File: config.mk
export PLATFORM = sky130hd
export DESIGN_NAME = fir_out_stream
export DESIGN_NICKNAME = d
export VERILOG_FILES = /design/src/rtl/fir_out_stream.sv
export SDC_FILE = /design/constraint.sdc
export NUM_CORES = 1
export LEC_CHECK = 0
export ABC_AREA = 1
export ABC_CLOCK_PERIOD_IN_PS = 6320
export BUFFER_PORTS_ARGS = -buffer_cell sky130_fd_sc_hd__buf_2
export CAP_MARGIN = 20
export CORE_UTILIZATION = 40
export DETAILED_ROUTE_END_ITERATION = 8
export HOLD_SLACK_MARGIN = 0.15
export PLACE_DENSITY = 0.69
export SLEW_MARGIN = 15
export SYNTH_ARGS = -nofsm -noshare
export SYNTH_HDL_FRONTEND = slang
export SYNTH_SLANG_ARGS = --single-unit
File: constraint.sdc
create_clock -name clk -period 6.32 [get_ports clk]
set_input_delay 0.948 -clock clk [delete_from_list [all_inputs] [get_ports clk]]
set_output_delay 0.948 -clock clk [all_outputs]
set_load 0.03 [all_outputs]
File: src/rtl/fir_out_stream.sv
// fir_out_stream: output stage for the FIR filter.
// Discards the first SKIP samples after reset while the filter delay line fills.
// After that it buffers samples in a first-word-fall-through FIFO and tags
// every FRAME_LEN-th accepted sample as the end of a frame.
//
// Ports
//   clk        sole clock, rising edge
//   rst        asynchronous, active-low reset
//   y_in       signed Q4.12 filter output sample
//   y_valid    y_in carries a new sample this cycle
//   m_data     head-of-FIFO sample (0 when empty)
//   m_valid    m_data/m_last valid (FIFO not empty)
//   m_ready    downstream accepts the head entry
//   m_last     head entry closes a frame
//   overflow   sticky: a sample was dropped because the FIFO was full
//   clear_ovf  clears overflow (a coincident drop wins)
//   level      current FIFO occupancy
module fir_out_stream #(
  parameter int unsigned DATA_W    = 16,
  parameter int unsigned DEPTH     = 8,
  parameter int unsigned SKIP      = 8,
  parameter int unsigned FRAME_LEN = 4
) (
  input  logic                      clk,
  input  logic                      rst,
  input  logic signed [DATA_W-1:0]  y_in,
  input  logic                      y_valid,
  output logic signed [DATA_W-1:0]  m_data,
  output logic                      m_valid,
  input  logic                      m_ready,
  output logic                      m_last,
  output logic                      overflow,
  input  logic                      clear_ovf,
  output logic [$clog2(DEPTH):0]    level
);

  localparam int unsigned PTR_W     = $clog2(DEPTH);
  localparam int unsigned LVL_W     = PTR_W + 1;
  localparam int unsigned SKIP_W    = (SKIP > 1) ? $clog2(SKIP) : 1;
  localparam int unsigned SKIP_LAST = (SKIP > 0) ? (SKIP - 1) : 0;
  localparam int unsigned FRM_W     = (FRAME_LEN > 1) ? $clog2(FRAME_LEN) : 1;
  localparam int unsigned FRM_LAST  = FRAME_LEN - 1;

  typedef enum logic {
    WARMUP = 1'b0,
    RUN    = 1'b1
  } state_t;

  // One FIFO slot: the sample plus its end-of-frame marker.
  typedef struct packed {
    logic              last;
    logic [DATA_W-1:0] data;
  } entry_t;

  state_t             state_q, state_d;
  logic [SKIP_W-1:0]  skip_q, skip_d;
  logic [PTR_W-1:0]   wr_ptr_q, wr_ptr_d;
  logic [PTR_W-1:0]   rd_ptr_q, rd_ptr_d;
  logic [LVL_W-1:0]   level_q, level_d;
  logic [FRM_W-1:0]   frm_q, frm_d;
  logic               ovf_q, ovf_d;

  logic               running;
  logic               full;
  logic               push;
  logic               pop;
  logic               drop;
  logic               frm_last;
  entry_t             head;
  entry_t             mem [DEPTH];

  // State register.
  always_ff @(posedge clk or negedge rst) begin
    if (!rst) begin
      if (SKIP == 0) state_q <= RUN;
      else           state_q <= WARMUP;
      skip_q <= '0;
    end else begin
      state_q <= state_d;
      skip_q  <= skip_d;
    end
  end

  // Warm-up sequencing: count discarded samples, leave on the SKIPth one.
  always_comb begin
    state_d = state_q;
    skip_d  = skip_q;
    unique case (state_q)
      WARMUP: begin
        if (y_valid) begin
          if (skip_q == SKIP_W'(SKIP_LAST)) begin
            state_d = RUN;
            skip_d  = '0;
          end else begin
            skip_d = skip_q + SKIP_W'(1);
          end
        end
      end
      RUN: begin
        state_d = RUN;
      end
      default: begin
        state_d = state_q;
      end
    endcase
  end

  // FIFO handshake decode; a pop frees the slot a same-cycle push needs.
  always_comb begin
    running  = (state_q == RUN);
    full     = (level_q == LVL_W'(DEPTH));
    m_valid  = (level_q != '0);
    pop      = m_valid && m_ready;
    push     = running && y_valid && (!full || pop);
    drop     = running && y_valid && full && !pop;
    frm_last = (frm_q == FRM_W'(FRM_LAST));
  end

  // Next-state for pointers, occupancy, frame index and sticky overflow.
  always_comb begin
    wr_ptr_d = wr_ptr_q;
    rd_ptr_d = rd_ptr_q;
    level_d  = level_q;
    frm_d    = frm_q;
    ovf_d    = ovf_q;

    if (push) begin
      wr_ptr_d = wr_ptr_q + PTR_W'(1);
      frm_d    = frm_last ? '0 : frm_q + FRM_W'(1);
    end
    if (pop) begin
      rd_ptr_d = rd_ptr_q + PTR_W'(1);
    end

    unique case ({push, pop})
      2'b10:   level_d = level_q + LVL_W'(1);
      2'b01:   level_d = level_q - LVL_W'(1);
      default: level_d = level_q;
    endcase

    // A drop in the same cycle as clear_ovf keeps the flag set.
    if (drop) begin
      ovf_d = 1'b1;
    end else if (clear_ovf) begin
      ovf_d = 1'b0;
    end
  end

  // Control registers; reset discards all buffered samples.
  always_ff @(posedge clk or negedge rst) begin
    if (!rst) begin
      wr_ptr_q <= '0;
      rd_ptr_q <= '0;
      level_q  <= '0;
      frm_q    <= '0;
      ovf_q    <= 1'b0;
    end else begin
      wr_ptr_q <= wr_ptr_d;
      rd_ptr_q <= rd_ptr_d;
      level_q  <= level_d;
      frm_q    <= frm_d;
      ovf_q    <= ovf_d;
    end
  end

  // Sample storage; contents are only observed through level-gated reads.
  always_ff @(posedge clk) begin
    if (push) begin
      mem[wr_ptr_q] <= entry_t'{last: frm_last, data: y_in};
    end
  end

  // First-word-fall-through head, forced to zero while empty.
  always_comb begin
    head   = mem[rd_ptr_q];
    m_data = m_valid ? head.data : '0;
    m_last = m_valid && head.last;
  end

  assign overflow = ovf_q;
  assign level    = level_q;

endmodule

==> impl_metrics.yaml, run 1 <==
layout:
  area.sequential_um2: 4510
  drive_above_1_share: 0.174
  multi_input_area_um2: 1550
  num_antenna_cells: 0
  final_cell_area_um2: 7280
  num-fill-cells: 1327
  final_nets: 574
  areaGrowthSynthToFinish_pct: 16.4
  final_cells: 747
synth:
  synth_seq_cells: 153
  synthesis.instances: 501
  synth_top_cell_by_area: "edfxtp_1"
  yosys_warnings: 0
  yosysUniqueCellTypes: 30
  synth_area_leaders: "edfxtp_1 65%, nor2_1 8.8%, dfrtp_1 6.8%, o32ai_1 4.8%, o21ai_0 3.8%"
  ys_seq_area_frac: 0.721
  avgSynthCellArea_um2: 12.5
  synth_area_um2: 6250
  synth_top_area_frac: 0.653
  syn-num-nets: 528
die:
  die_area_um2: 16100
  fp.coreArea_um2: 15200
  dieWidth_um: 127
  start_util: 0.411
  rows: 45
  die_h_um: 127
  io_pins: 44
timing:
  worst_slew_pin_slew_ps: 984
  fmax_mhz: 289
  fin_worst_skew_ps: 11.8
  setup-tns-final_ps: 0
  setup_ws_ps: 2860
  rsz0062_at_grt: "no"
  finalSetupViolations: 0
  fin_crit_ps: 3460
  slew_violations: 0
  relSlewSlack: 0.342
  finalHoldViolations: 0
  post-route-period-util: 0.547
grt:
  antenna_found_initial: 0
  overflow: 0
  grt_pass1_vias: 3856
  grtUsageTotal: 0.163
  grt_pass1_wl_mm: 19.7
  grt_start_max_net_pins: 71
detailed_routing:
  highest_layer: "met4"
  wl_met2_mm: 6.24
  drt-initial-drc-count: 342
  drt-met1-wl_mm: 5.23
  dr.pass1.iters: 5
  ant_nets: 0
  dr_wl_met3_um: 633
  via_per_inst: 5.23
  vias: 3909
  drc: 0
  routed_wl_mm: 12.3
  wl_per_cell_um: 16.4
setup_path:
  crit_fanout: 18
  crit_path_end_kind: "output pin"
  cp.arrival_ps: 2510
  required_ps: 5370
  worst-setup-path-type: "reg2out"
  r2r_cells: 9
  start_kind: "flip-flop"
power_and_ir_drop:
  p_sw_frac: 0.380
  p_sw_uw: 1450
  ir_worst_vdd_mv: 0.325
  power-per-cell-area_nw_per_um2: 523
  combPwrFrac: 0.362
  p_leak_uw: 0.00266
  p_int_uw: 2360
  seqPwrFrac: 0.369
  power_frac_clock: 0.269
placement:
  dp_slack_ps: 3220
  dpl_cell_area_um2: 6650
  place.gp.congestion: 0.749
  port-buffer-count: 43
  dp_cells: 715
  hpwl_mm: 7.27
clocking:
  cts-root-buf: "clkbuf_16"
  numCtsBuffers: 17
  cts_tree: "done"
  clk_path_buf_depth: 2
  postCtsHoldBufs: 0
  cts.sinks: 153
  htreeDepth: 4
  worstSkewPairLatency_ps: 420
  ctsResizeCount: 0
  clkTransAtPathRegs_ps: 60
  post-cts-setup-buffer-count: 0
status:
  status: "completed"
hold_path:
  hp-class: "in2async"
run:
  drv_cap: 0
power groups by stage:
stage	Clock, uW	Combinational (uW)	Sequential, uW
2_1_floorplan	0	1030	1400
3_3_place_gp	0	1300	1450
3_5_place_dp	0	1330	1460
4_1_cts	1040	1340	1440
5_1_grt	1080	1530	1420
6_report	1030	1380	1410
area by class of cell:
| cell class | count | area share |
|---|---|---|
| Clock buffer | 17 | 0.0585 |
| Clock inverter | 14 | 0.0248 |
| Inverter | 18 | 0.00980 |
| Multi-Input combinational cell | 304 | 0.213 |
| Sequential cell | 153 | 0.620 |
| Tap cell | 188 | 0.0323 |
| Timing Repair Buffer | 53 | 0.0416 |
sequential cells by signal (all words and copies together) (netlist names):
signal    count
skip_q        3
running       1
level         4
mem         136
overflow      1
wr_ptr_q      3
frm_q         2
rd_ptr_q      3
critical path, stage by stage (launching register included):
cell and delay [ps]:
dfrtp_1 870, inv_1 580, o21ai_0 370, nor2_1 80, buf_2 180
synthesized netlist by cell type (all sizes together):
master and n:
nand3 3, xor2 6, nor2 148, o21ai 56, o22ai 1, clkbuf 14
buf 12, nand2 42, inv 18, nand4 3, ha 6, edfxtp 136
or2 1, o32ai 34, o21a 2, o21bai 1, a21o 1, dfrtp 17
worst paths after layout:
| check | startpoint | end | slack [ps] |
|---|---|---|---|
| min in group clk | running | running | 480 |
| max in group asynchronous | rst | rd_ptr_q[1] | 5560 |
| worst min register to register | running | running | 480 |
| worst max register to register | level[0] | mem[5][3] | 3550 |
| worst max-delay path | rd_ptr_q[2] | m_data[5] | 2860 |
| worst min-delay path | rst | level[0] | 450 |
cell usage in the layout (no fill, tap or decap), drive strengths merged, types with 3 or more instances in the layout:
cell    instances
nor2          148
edfxtp        136
o21ai          56
buf            53
nand2          42
o32ai          34
inv            18
clkbuf         17
dfrtp          17
clkinv          8
xor2            6
ha              6
bufinv          4
nand4           3
nand3           3
cells by family after synthesis:
group | synth area share
flip-flops | 0.721
adder cells (fa/ha/maj) | 0.0120
XOR/XNOR | 0.00840
AND/OR/NAND/NOR | 0.129
AO/OA/AOI/OAI | 0.0983
buffers and inverters | 0.0310
layer usage:
layer  vias up  GRT usage
met5         -          0
met4         0     0.0833
met3        21     0.0352
met2       108      0.272
met1      1890      0.199
li1       1890          -
stage by stage:
step           hold WS [ps]  utilization  power [uW]
6_report                447        0.479        3810
5_1_grt                 474        0.479        4030
4_1_cts                 449        0.477        3820
3_5_place_dp            471        0.437        2800
3_3_place_gp            458        0.437        2760
2_1_floorplan           446            -        2430
No activity file was read; power rests on OpenSTA's default activity.
==> inputs of run 2 (changes only) <==
--- a/config.mk
+++ b/config.mk
@@ -6,7 +6,7 @@
 export NUM_CORES = 1
 export LEC_CHECK = 0
 export ABC_AREA = 1
-export ABC_CLOCK_PERIOD_IN_PS = 6320
+export ABC_CLOCK_PERIOD_IN_PS = 3400
 export BUFFER_PORTS_ARGS = -buffer_cell sky130_fd_sc_hd__buf_2
 export CAP_MARGIN = 20
 export CORE_UTILIZATION = 40
==> constraint.sdc (replaced) <==
create_clock -name clk -period 3.4 [get_ports clk]
set_input_delay 0.51 -clock clk [delete_from_list [all_inputs] [get_ports clk]]
set_output_delay 0.51 -clock clk [all_outputs]
set_load 0.03 [all_outputs]
==> impl_metrics.yaml, run 2 (synthesized netlist as in run 1, its figures left out) <==
run:
  drv_cap: 0
hold_path:
  hp-class: "in2reg"
  min_path_cells: 2
  hp-start: "clear_ovf"
  hold_end: "overflow"
detailed_routing:
  drc: 0
  vias: 3951
  drt-initial-drc-count: 308
  routed_wl_mm: 12.9
  wl_per_cell_um: 17.0
  ant_nets: 0
  via_per_inst: 5.21
  dr.pass1.iters: 5
clocking:
  htreeDepth: 4
  cts.sinks: 153
  clk_path_buf_depth: 2
  numCtsBuffers: 17
  postCtsHoldBufs: 1
  post-cts-setup-buffer-count: 0
  cts_tree: "done"
  worstSkewPairLatency_ps: 420
  cts-root-buf: "clkbuf_16"
  ctsResizeCount: 0
  clkTransAtPathRegs_ps: 60
grt:
  grt_pass1_vias: 3940
  grt_start_max_net_pins: 71
  grt_pass1_wl_mm: 20.6
  antenna_found_initial: 0
  grtUsageTotal: 0.172
  overflow: 0
layout:
  areaGrowthSynthToFinish_pct: 16.8
  num-fill-cells: 1318
  top_register: "mem"
  drive_above_1_share: 0.182
  final_nets: 586
  num_antenna_cells: 0
  final_common_cell: "nor2_1"
  area.sequential_um2: 4510
  largest_reg_flops: 136
  layout_common_cells: "146 x nor2_1, 136 x edfxtp_1, 48 x o21ai_0, 43 x buf_2, 37 x nand2_1"
  final_core_util: 0.480
  multi_input_area_um2: 1550
setup_path:
  crit_fanout: 37
  rrSetupSlack_ps: 850
  r2r_cells: 9
  worst_r2r_endpoint: "mem[7][11]"
  start_kind: "flip-flop"
  worst-setup-path-type: "reg2out"
  r2r-start: "level[0]"
  crit_path_end_kind: "output pin"
  required_ps: 2890
  cp.arrival_ps: 2480
timing:
  worst_slew_pin_slew_ps: 768
  fmax_mhz: 334
  fin_worst_skew_ps: 9.01
  fin_crit_ps: 2990
  finalHoldViolations: 0
  finalSetupViolations: 0
  slew_violations: 0
  rsz0062_at_grt: "no"
  post-route-period-util: 0.879
  relSlewSlack: 0.487
  setup-tns-final_ps: 0
power_and_ir_drop:
  p_leak_uw: 0.00270
  ir_worst_vdd_mv: 0.413
  power-per-cell-area_nw_per_um2: 953
die:
  die_area_um2: 16100
  start_util: 0.411
  io_pins: 44
  dieWidth_um: 127
  die_h_um: 127
  rows: 45
  fp.coreArea_um2: 15200
placement:
  port-buffer-count: 43
  hpwl_mm: 7.77
  place.gp.congestion: 0.719
status:
  status: "completed"
==> run 2: cell count changes in the layout (fill, tap and decap cells not counted) <==
cell | previous run | this run
inv_6 | 1 | 0
clkbuf_1 | 0 | 2
clkinv_1 | 2 | 4
inv_2 | 2 | 3
buf_4 | 9 | 20
dlygate4sd3_1 | 0 | 1
bufinv_16 | 4 | 2
clkinvlp_4 | 2 | 0
==> run 2: critical path, stage by stage (launching register included) <==
cell and delay, ps:
dfrtp_2 740, buf_4 450, nor2_1 90, o32ai_1 280, o21ai_1 90, nor2_1 170, buf_2 220
==> run 2: per-stage QoR <==
step | hold WS [ps] | setup slack (ps) | power [uW] | cells | area [um2]
floorplan | 214 | 955 | 4520 | 501 | 6250
global placement | 457 | 854 | 5190 | 726 | 6730
detailed placement | 465 | 829 | 5260 | 726 | 6730
CTS | 294 | 377 | 7000 | 758 | 7280
global route | 317 | 213 | 7370 | 759 | 7300
finish | 313 | 410 | 6960 | 759 | 7300
==> run 2: area by class of cell <==
type                            instances  share of cell area
Clock buffer                           19              0.0593
Clock inverter                         12              0.0149
Inverter                               18             0.00959
Multi-Input combinational cell        304               0.212
Sequential cell                       153               0.618
Tap cell                              188              0.0322
Timing Repair Buffer                   65              0.0541
==> run 2: where the power goes <==
group / leakage, uW / internal [uW] / total (uW) / switching, uW
clock network: 0.000270 / 1060 / 1730 / 677
logic: 0.000996 / 810 / 2610 / 1800
registers: 0.00144 / 2400 / 2620 / 223
==> run 2: routing by layer <==
metal,global-route usage,part of all wire
met4,0.0777,0.019
met2,0.290,0.51
met1,0.211,0.43
met3,0.0415,0.045
met5,0,0
==> run 2: worst max path at each step <==
stage	endpoint	slack, ps	from
global placement	m_data[0]	850	rd_ptr_q[0]
detailed placement	m_data[0]	830	rd_ptr_q[0]
finish	m_data[13]	410	rd_ptr_q[0]
CTS	m_data[0]	380	rd_ptr_q[0]
floorplan	mem[0][0]	950	level[0]
global route	m_data[6]	210	rd_ptr_q[0]
==> inputs of run 3 (changes only) <==
--- a/config.mk
+++ b/config.mk
@@ -13,7 +13,8 @@
 export DETAILED_ROUTE_END_ITERATION = 8
 export HOLD_SLACK_MARGIN = 0.15
 export PLACE_DENSITY = 0.69
-export SLEW_MARGIN = 15
+export REMOVE_ABC_BUFFERS = 1
+export SLEW_MARGIN = 0
 export SYNTH_ARGS = -nofsm -noshare
 export SYNTH_HDL_FRONTEND = slang
 export SYNTH_SLANG_ARGS = --single-unit
==> impl_metrics.yaml, run 3 (synthesized netlist as in run 1, its figures left out) <==
layout:
  final_core_util: 0.481
  final_nets: 582
  num_antenna_cells: 0
  drive_above_1_share: 0.180
  largest_reg_flops: 136
  final_common_cell: "nor2_1"
  num-fill-cells: 1317
  final_cells: 756
  areaGrowthSynthToFinish_pct: 16.9
  layout_common_cells: "146 x nor2_1, 136 x edfxtp_1, 48 x o21ai_0, 43 x buf_2, 37 x nand2_1"
  top_register: "mem"
detailed_routing:
  vias: 4030
  drt-initial-drc-count: 482
  drc: 0
  via_per_inst: 5.33
  ant_nets: 0
  dr.pass1.iters: 4
  wl_per_cell_um: 16.6
  routed_wl_mm: 12.6
setup_path:
  start_kind: "flip-flop"
  rrSetupSlack_ps: 980
  cp-startpoint: "rd_ptr_q[0]"
  cp_cell_sequence: "inv_2 -> buf_12 -> nor2_1 -> o32ai_1 -> nor2_1 -> nor2_1 -> buf_2"
  crit_family: "buffers and inverters"
  worst_r2r_endpoint: "mem[6][15]"
  r2r-start: "level[0]"
  crit_path_end_kind: "output pin"
  required_ps: 2890
  worst-path-buf-inv: 3
  max_stage_delay_ps: 400
  crit_fanout: 45
  cp.arrival_ps: 2390
  slowest_stage: "dfrtp_2"
  r2r_cells: 8
  cpMostUsedCell: "nor2_1"
  worst-setup-path-type: "reg2out"
grt:
  antenna_found_initial: 0
  overflow: 0
  grt_pass1_vias: 4041
  grt_pass1_wl_mm: 20.7
  grtUsageTotal: 0.171
  grt_start_max_net_pins: 71
clocking:
  clk_path_buf_depth: 2
  cts.sinks: 153
  htreeDepth: 4
  clkTransAtPathRegs_ps: 60
  numCtsBuffers: 17
  worstSkewPairLatency_ps: 430
  ctsResizeCount: 0
  cts-root-buf: "clkbuf_16"
  cts_tree: "done"
timing:
  finalHoldViolations: 0
  post-route-period-util: 0.854
  setup-tns-final_ps: 0
  fin_worst_skew_ps: 12.7
  rsz0062_at_grt: "no"
  slew_violations: 0
  fmax_mhz: 344
  worst_slew_pin_slew_ps: 688
  finalSetupViolations: 0
  fin_crit_ps: 2900
  setup_ws_ps: 496
  relSlewSlack: 0.541
die:
  start_util: 0.411
  io_pins: 44
  rows: 45
  dieWidth_um: 127
  die_area_um2: 16100
  fp.coreArea_um2: 15200
  die_h_um: 127
power_and_ir_drop:
  ir_worst_vdd_mv: 0.737
  p_leak_uw: 0.00267
  combPwrFrac: 0.377
  seqPwrFrac: 0.368
  p_sw_frac: 0.389
  p_int_uw: 4280
  power-per-cell-area_nw_per_um2: 959
  total_power_uw: 7010
  power_frac_clock: 0.255
  p_sw_uw: 2730
hold_path:
  hp-class: "in2reg"
  hp-start: "clear_ovf"
  min_path_cells: 2
  hold_end: "overflow"
placement:
  port-buffer-count: 43
  dp_slack_ps: 841
  place.gp.congestion: 0.751
  hpwl_mm: 7.48
  dp_cells: 722
run:
  drv_cap: 0
status:
  status: "completed"
-- run 3: cell count changes in the layout (fill, tap and decap cells not counted) --
cell	delta
buf_12	+1
buf_4	-5
clkbuf_1	+1
clkinv_1	-2
clkinv_2	-4
clkinv_4	+1
clkinvlp_4	+5
-- run 3: layer usage --
metal  up-vias  wire (um)  GRT usage  share of wire
met5         -          0          0              0
met4         0        229     0.0672          0.018
li1       1907          -          -              -
met2       104       6240      0.282           0.50
met1      2000       5450      0.216           0.43
met3        19        643     0.0456          0.051
-- run 3: worst max-delay path by stage --
| stage | end | slack (ps) | depth (start not counted) |
|---|---|---|---|
| after floorplan | m_data[10] | 380 | 5 |
| after global placement | m_last | 910 | 5 |
| after detailed placement | m_last | 840 | 5 |
| after CTS | m_last | 320 | 5 |
| after global routing | m_last | 320 | 7 |
| final | m_last | 500 | 7 |
-- run 3: through the flow --
stage               instance area [um2]  hold slack, ps
finish                             7310             276
global route                       7310             278
CTS                                7290             265
detailed placement                 6710             467
global placement                   6710             455
floorplan                          6130             214
-- run 3: what timing repair did --
action | 4_1_cts | 5_1_grt
buffers inserted | 0 | 0
hold buffers | 1 | 0
hold endpoints to repair | 17 | 0
-- run 3: cell type report --
class	instances	area, um2	share of cell area
well taps	188	235	0.0322
repair buffers	61	378	0.0517
flip-flops and latches	153	4510	0.617
clock inverters	12	128	0.0175
inverters	18	70.1	0.00959
multi-input cells	304	1550	0.212
clock buffers	20	437	0.0598
-- run 3: power by group through the flow --
| stage | Sequential [uW] | Combinational (uW) | Clock, uW |
|---|---|---|---|
| floorplan | 2740 | 1670 | 0 |
| global placement | 2660 | 2510 | 0 |
| detailed placement | 2670 | 2570 | 0 |
| CTS | 2640 | 2590 | 1810 |
| global route | 2620 | 2930 | 1880 |
| finish | 2580 | 2640 | 1790 |
